--- src/rtl/pwm_timebase.sv ---
// pwm_timebase: prescaled up-counter time base feeding a PWM comparator.
// Period, compare and prescaler values sit behind shadow registers and move
// into the active set on an update event (counter wrap or software force).
module pwm_timebase #(
    parameter int WIDTH     = 16,
    parameter int PSC_WIDTH = 16
) (
    input  logic                 clk,
    input  logic                 rst,
    input  logic                 enable,
    input  logic                 preload_en,
    input  logic                 psc_wr,
    input  logic [PSC_WIDTH-1:0] psc_din,
    input  logic                 period_wr,
    input  logic [WIDTH-1:0]     period_din,
    input  logic                 compare_wr,
    input  logic [WIDTH-1:0]     compare_din,
    input  logic                 force_update,
    output logic [WIDTH-1:0]     cnt_out,
    output logic [WIDTH-1:0]     period_out,
    output logic [WIDTH-1:0]     compare_out,
    output logic                 enable_out,
    output logic                 update_evt
);

    localparam logic [PSC_WIDTH-1:0] PSC_ONE = {{(PSC_WIDTH-1){1'b0}}, 1'b1};
    localparam logic [WIDTH:0]       CNT_ONE = {{WIDTH{1'b0}}, 1'b1};

    logic [WIDTH-1:0]     cnt_q, cnt_d;
    logic [PSC_WIDTH-1:0] psc_cnt_q, psc_cnt_d;
    logic [WIDTH-1:0]     period_sh_q, period_sh_d;
    logic [WIDTH-1:0]     period_act_q, period_act_d;
    logic [WIDTH-1:0]     compare_sh_q, compare_sh_d;
    logic [WIDTH-1:0]     compare_act_q, compare_act_d;
    logic [PSC_WIDTH-1:0] psc_sh_q, psc_sh_d;
    logic [PSC_WIDTH-1:0] psc_act_q, psc_act_d;
    logic                 enable_q, enable_d;
    logic                 update_evt_q, update_evt_d;

    logic                 tick;
    logic                 wrap;
    logic                 update;
    logic [WIDTH:0]       cnt_inc;

    // Tick/wrap/update decode; increment kept one bit wider so period 2^WIDTH-1 cannot overflow
    always_comb begin
        tick    = enable && (psc_cnt_q == psc_act_q);
        cnt_inc = {1'b0, cnt_q} + CNT_ONE;
        wrap    = (period_act_q == '0) || (cnt_inc >= {1'b0, period_act_q});
        update  = (tick && wrap) || force_update;
    end

    // Prescaler and main counter next state; force clears both even while disabled
    always_comb begin
        cnt_d     = cnt_q;
        psc_cnt_d = psc_cnt_q;
        if (force_update) begin
            cnt_d     = '0;
            psc_cnt_d = '0;
        end else if (tick) begin
            psc_cnt_d = '0;
            cnt_d     = wrap ? '0 : cnt_inc[WIDTH-1:0];
        end else if (enable) begin
            psc_cnt_d = psc_cnt_q + PSC_ONE;
        end
    end

    // Shadow/active register next state; a write landing on an update bypasses the shadow
    always_comb begin
        period_sh_d   = period_wr  ? period_din  : period_sh_q;
        compare_sh_d  = compare_wr ? compare_din : compare_sh_q;
        psc_sh_d      = psc_wr     ? psc_din     : psc_sh_q;

        period_act_d  = period_act_q;
        if (period_wr && (update || !preload_en)) begin
            period_act_d = period_din;
        end else if (update) begin
            period_act_d = period_sh_q;
        end

        compare_act_d = compare_act_q;
        if (compare_wr && (update || !preload_en)) begin
            compare_act_d = compare_din;
        end else if (update) begin
            compare_act_d = compare_sh_q;
        end

        // Prescaler is always buffered: it only changes on an update
        psc_act_d = psc_act_q;
        if (update) begin
            psc_act_d = psc_wr ? psc_din : psc_sh_q;
        end

        enable_d     = enable;
        update_evt_d = update;
    end

    // State registers, all cleared asynchronously
    always_ff @(posedge clk or posedge rst) begin
        if (rst) begin
            cnt_q         <= '0;
            psc_cnt_q     <= '0;
            period_sh_q   <= '0;
            period_act_q  <= '0;
            compare_sh_q  <= '0;
            compare_act_q <= '0;
            psc_sh_q      <= '0;
            psc_act_q     <= '0;
            enable_q      <= 1'b0;
            update_evt_q  <= 1'b0;
        end else begin
            cnt_q         <= cnt_d;
            psc_cnt_q     <= psc_cnt_d;
            period_sh_q   <= period_sh_d;
            period_act_q  <= period_act_d;
            compare_sh_q  <= compare_sh_d;
            compare_act_q <= compare_act_d;
            psc_sh_q      <= psc_sh_d;
            psc_act_q     <= psc_act_d;
            enable_q      <= enable_d;
            update_evt_q  <= update_evt_d;
        end
    end

    assign cnt_out     = cnt_q;
    assign period_out  = period_act_q;
    assign compare_out = compare_act_q;
    assign enable_out  = enable_q;
    assign update_evt  = update_evt_q;

endmodule
--- config.mk ---
export PLATFORM = sky130hd
export DESIGN_NAME = pwm_timebase
export DESIGN_NICKNAME = d
export VERILOG_FILES = /design/src/rtl/pwm_timebase.sv
export SDC_FILE = /design/constraint.sdc
export NUM_CORES = 1
export LEC_CHECK = 0
export CAP_MARGIN = 5
export CORE_AREA = 2 2 134 136
export CTS_BUF_LIST = sky130_fd_sc_hd__clkbuf_16
export DETAILED_ROUTE_END_ITERATION = 10
export DIE_AREA = 0 0 136 138
export PLACE_DENSITY_LB_ADDON = 0.08
export SLEW_MARGIN = 20
export SYNTH_ARGS = -nofsm -noshare
export SYNTH_HDL_FRONTEND = slang
export SYNTH_SLANG_ARGS = --single-unit
--- constraint.sdc ---
create_clock -name clk -period 5.9 [get_ports clk]
set_input_delay 0.59 -clock clk [delete_from_list [all_inputs] [get_ports clk]]
set_output_delay 0.59 -clock clk [all_outputs]
set_load 0.1 [all_outputs]
Word-level counts from Yosys, hierarchy flattened. Index checks and enable logic that the tools add are counted.

Eq/ne operators: 1. Add/subtract/negate cells: 2. Reduce and logical (&&, ||, !) cells: 13. Order comparisons: 1. Multiplexer cells: 11.

Operator list (number): 16-bit 2-to-1 mux (11); 16-bit by 1-bit adder with 17-bit output (second input constant) (1); 17-bit by 16-bit >= comparator with 1-bit output (1); 16-bit by 1-bit adder with 16-bit output (second input constant) (1); 16-bit equality test (1); 16-bit zero test (1); 2-bit nonzero test (3); 1-bit logical AND (4); 1-bit logical OR (3); 3-bit nonzero test (1); 1-bit zero test (1).

Register bits: 130. Word-level logic and storage cells: 38. Input bits: 56. Output and inout bits: 50.

Logic depth before layout (Yosys ltp).
Depth after elaboration: 8. Depth in mapped cells: 16. Depth with buffers taken out: 15.

Worst setup path before layout. Ideal clock, no wire load.

Path kind: register -> register. Start: reg cnt_q[2], in the netlist cnt_out[2]. End: reg compare_act_q[10], in the netlist compare_out[10]. Arrival: 4.536 ns. Library setup time: 0.142 ns. Slack: 1.222 ns. Buffers on the path: 2. Period minus slack after synthesis: 4.678 ns. Required time: 5.758 ns. Stages on the path, launching flop included: 17. Cell sequence: dfrtp_1 > buf_2 > nand3_1 > or4_1 > nor3_1 > nand2_1 > xnor2_1 > ha_1 > nand4_1 > nor4_1 > a2111o_1 > a311o_1 > o21ai_4 > inv_2 > buf_2 > nor3_1 > a211oi_1.

Longest elaborated chain between the ends: 8. Elaborated cells between the ends (all ways): 9. Classes of those cells: add/sub (1); order compare (1); mux (1); reduce/logical (6).

RTL lines: start: declaration (RTL line 29) `logic [WIDTH-1:0] cnt_q, cnt_d;`; start signal: assignment (RTL line 112) `cnt_q <= cnt_d;`; 16-bit by 1-bit adder with 17-bit output (*) (RTL line 48) `cnt_inc = {1'b0, cnt_q} + CNT_ONE;`; 17-bit by 16-bit >= comparator with 1-bit output (*) (RTL line 49) `wrap = (period_act_q == '0) || (cnt_inc >= {1'b0, period_act_q});`; 1-bit logical OR (*) (RTL line 49); 1-bit logical AND (*) (RTL line 50) `update = (tick && wrap) || force_update;`; 1-bit logical OR (*) (RTL line 50); 1-bit logical OR (RTL line 82) `if (compare_wr && (update || !preload_en)) begin`; 1-bit logical AND (RTL line 82); 16-bit 2-to-1 mux / 2-bit nonzero test (equally long branches); end signal: assignment (RTL line 117) `compare_act_q <= compare_act_d;`; end: declaration (RTL line 34) `logic [WIDTH-1:0] compare_act_q, compare_act_d;`.

Every way passes the cells marked *; elsewhere a longest branch is shown, timed or not. A chain may end at the register's enable or synchronous reset.

Worst setup path after layout.
Start: reg cnt_q[2], in the netlist cnt_out[2]. End: reg compare_act_q[4], in the netlist compare_out[4].

The elaborated chain is that of the path after synthesis.

==> flow_metrics.tcl <==
set metrics [dict create \
    outcome "complete, no violations" \
    finalHoldViolCount 0 \
    grt_pass1_wl_um 25600 \
    cts_max_path_buffers 2 \
    row_count 49 \
    async_flop_share 1.00 \
    ys_ff_latch 130 \
    die_w_um 136 \
    dieArea_um2 18800 \
    place_hpwl_um 10700 \
    dr.pass1.iters 4 \
    grt_util_all_layers 0.173 \
    cts_max_level 4 \
    routed_wl_um 15200 \
    seq_area_frac_synth 0.505 \
    final_cell_mix "130 x dfrtp_1, 105 x clkdlybuf4s50_1, 69 x nand2_1" \
    drtAntennaViolNets 0 \
    dp_slack_ns 1.22 \
    cp_data_arrival_time_ns 4.98 \
    synth_cell_types 50 \
    tightestPinTransition_ns 1.02 \
    synthesis.area_um2 6440 \
    clock-sinks 130 \
    die_y_um 138 \
    io_buffers 105 \
    path_max_fanout 48 \
    layout_commonest_cell "dfrtp_1" \
    vias_per_cell 5.09 \
    wl_per_cell_um 16.1 \
    synthFlopType "dfrtp_1" \
    multi_input_area_um2 2900 \
    clock_latency_ns 0.41 \
    p_leak_nw 3.50 \
    cts_setup_buffers 0 \
    antenna_found_initial 0 \
    vdd_drop_max_mv 0.200 \
    worst-setup-path-type "reg -> reg" \
    gp_congestion 0.808 \
    max_slew_margin 0.317 \
    root_buffer "clkbuf_16" \
    drtIter0Drc 313 \
    synth_enable_flop_cells 0 \
    finalCritPeriodShare 0.793 \
    holdCritPathClass "reg -> reg" \
    drv_cap 0 \
    syn_area_per_cell_um2 10.5 \
    ctsResizeCount 0 \
    syn_nets 687 \
    internal-power_mw 1.68 \
    use_met3 0.0506 \
    first_global_vias 4823 \
    fillers 1679 \
    layout.nets 781 \
    netlist_instances 613 \
    hold_buffers 0 \
    fmax_ghz 0.214 \
    place_area_um2 7660 \
    grt_start_max_net_pins 67 \
    use_met1 0.247 \
    diodes 0 \
    overflow 0 \
    pwr-share-clk 0.357 \
    swShare 0.335 \
    period_needed_ns 4.68 \
    synth_warnings 0 \
    grt_use_met2 0.258 \
    rsz0062_at_grt "false" \
    worst_slack_ns 1.22 \
    regArea_um2 3250 \
    critical_path.startpoint_type "register" \
    p_switching_mw 0.846 \
    power_frac_seq 0.410 \
    grt_busiest_layer "met2" \
    stdcell_area_um2 8170 \
    combPwrFrac 0.233 \
    layout-drive-gt1-share 0.128 \
    power_density_nw_per_um2 309 \
    path_clk_slew_ns 0.06 \
    clock_skew_ns 0.00710 \
    cts_made_buffers 17 \
    drcViolationCount 0 \
    vias 4833 \
    slew_violations 0 \
    tritoncts "done" \
    setup_tns_ns 0 \
    start_util 0.368 \
    ios 106 \
    critPathRequiredTime_ns 6.20 \
    critical_path.endpoint_type "register" \
    setup_viol 0 \
    area_delta_synth_final_pct 26.7 \
    core_um2 17500 \
]
==> Yosys cell counts, types with 6 or more instances <==
cell,instances,area [µm²]
dfrtp_1,130,3250
nand2_1,69,259
nor3_1,54,270
a211oi_1,50,375
mux2_2,49,552
inv_1,28,105
nor2_1,25,93.8
xor2_1,23,201
xnor2_1,21,184
a21oi_1,20,100
clkbuf_1,20,75.1
ha_1,18,225
nand3_1,15,75.1
a21o_1,9,67.6
buf_2,8,40.0
nor4_1,7,43.8
nand4_1,6,37.5
o21ai_0,6,30.0
==> power by group through the flow <==
stage,Clock [mW],Combinational (mW),Sequential [mW]
3_3_place_gp,0,0.587,1.05
2_1_floorplan,0,0.182,1.28
5_1_grt,0.973,0.628,1.05
3_5_place_dp,0,0.593,1.05
6_report,0.902,0.588,1.04
4_1_cts,0.927,0.594,1.04
==> per-layer routing <==
layer	share of wire	routed length [µm]
met2	0.46	7050
met3	0.046	695
met4	0.0062	94
met5	0	0
met1	0.49	7410
==> kinds of logic after synthesis <==
kind of cell / Yosys count / share of synthesized area
AND/OR/NAND/NOR: 196 / 0.146
flip-flops: 130 / 0.505
AO/OA/AOI/OAI: 108 / 0.120
buffers and inverters: 67 / 0.0470
multiplexers: 50 / 0.0872
XOR/XNOR: 44 / 0.0598
adder cells (fa/ha/maj): 18 / 0.0349
==> sequential cells by signal, indices dropped and copies added (netlist names) <==
name / cells
update_evt: 1
psc_cnt_q: 16
cnt_out: 16
enable_out: 1
period_sh_q: 16
psc_act_q: 16
compare_sh_q: 16
compare_out: 16
period_out: 16
psc_sh_q: 16
==> area by class of cell <==
cell class | instances | share of cell area
Clock buffer | 17 | 0.0521
Clock inverter | 15 | 0.00965
Inverter | 30 | 0.0141
Multi-Input combinational cell | 416 | 0.356
Sequential cell | 130 | 0.398
Tap cell | 229 | 0.0351
Timing Repair Buffer | 112 | 0.135
==> critical path, stage by stage (launching register included) <==
cell and delay [ns]:
dfrtp_1 0.49, nand3_1 0.17, or4_1 0.63, nor3_1 0.38
nand2_1 0.16, xnor2_1 0.16, ha_1 0.29, nand4_1 0.11
nor4_1 0.07, a2111o_1 0.40, a311o_1 0.38, o21ai_4 0.40
buf_4 0.51, a21oi_1 0.14, a211oi_1 0.27
==> through the flow <==
stage | hold slack (ns) | instances | power, mW | util
4_1_cts | 0.502 | 949 | 2.56 | 0.466
5_1_grt | 0.511 | 949 | 2.65 | 0.466
6_report | 0.499 | 949 | 2.53 | 0.466
2_1_floorplan | 0.466 | 613 | 1.47 | -
3_3_place_gp | 0.485 | 917 | 1.64 | 0.437
3_5_place_dp | 0.489 | 917 | 1.65 | 0.437
==> final timing paths <==
check	slack, ns	end	startpoint	cells past startpoint
min in group asynchronous	0.69	psc_cnt_q[0]$_DFFE_PP0P_	rst	2
worst min-delay path	0.50	psc_sh_q[12]$_DFF_PP0_	psc_sh_q[12]$_DFF_PP0_	1
worst min register to register	0.50	psc_sh_q[12]$_DFF_PP0_	psc_sh_q[12]$_DFF_PP0_	1
max in group asynchronous	3.80	period_out[14]$_DFFE_PP0P_	rst	3
worst max register to register	1.22	compare_out[4]$_DFFE_PP0P_	cnt_out[2]$_DFFE_PP0P_	14
worst max-delay path	1.22	compare_out[4]$_DFFE_PP0P_	cnt_out[2]$_DFFE_PP0P_	14
Note: power is estimated with default switching activity, not from simulation.
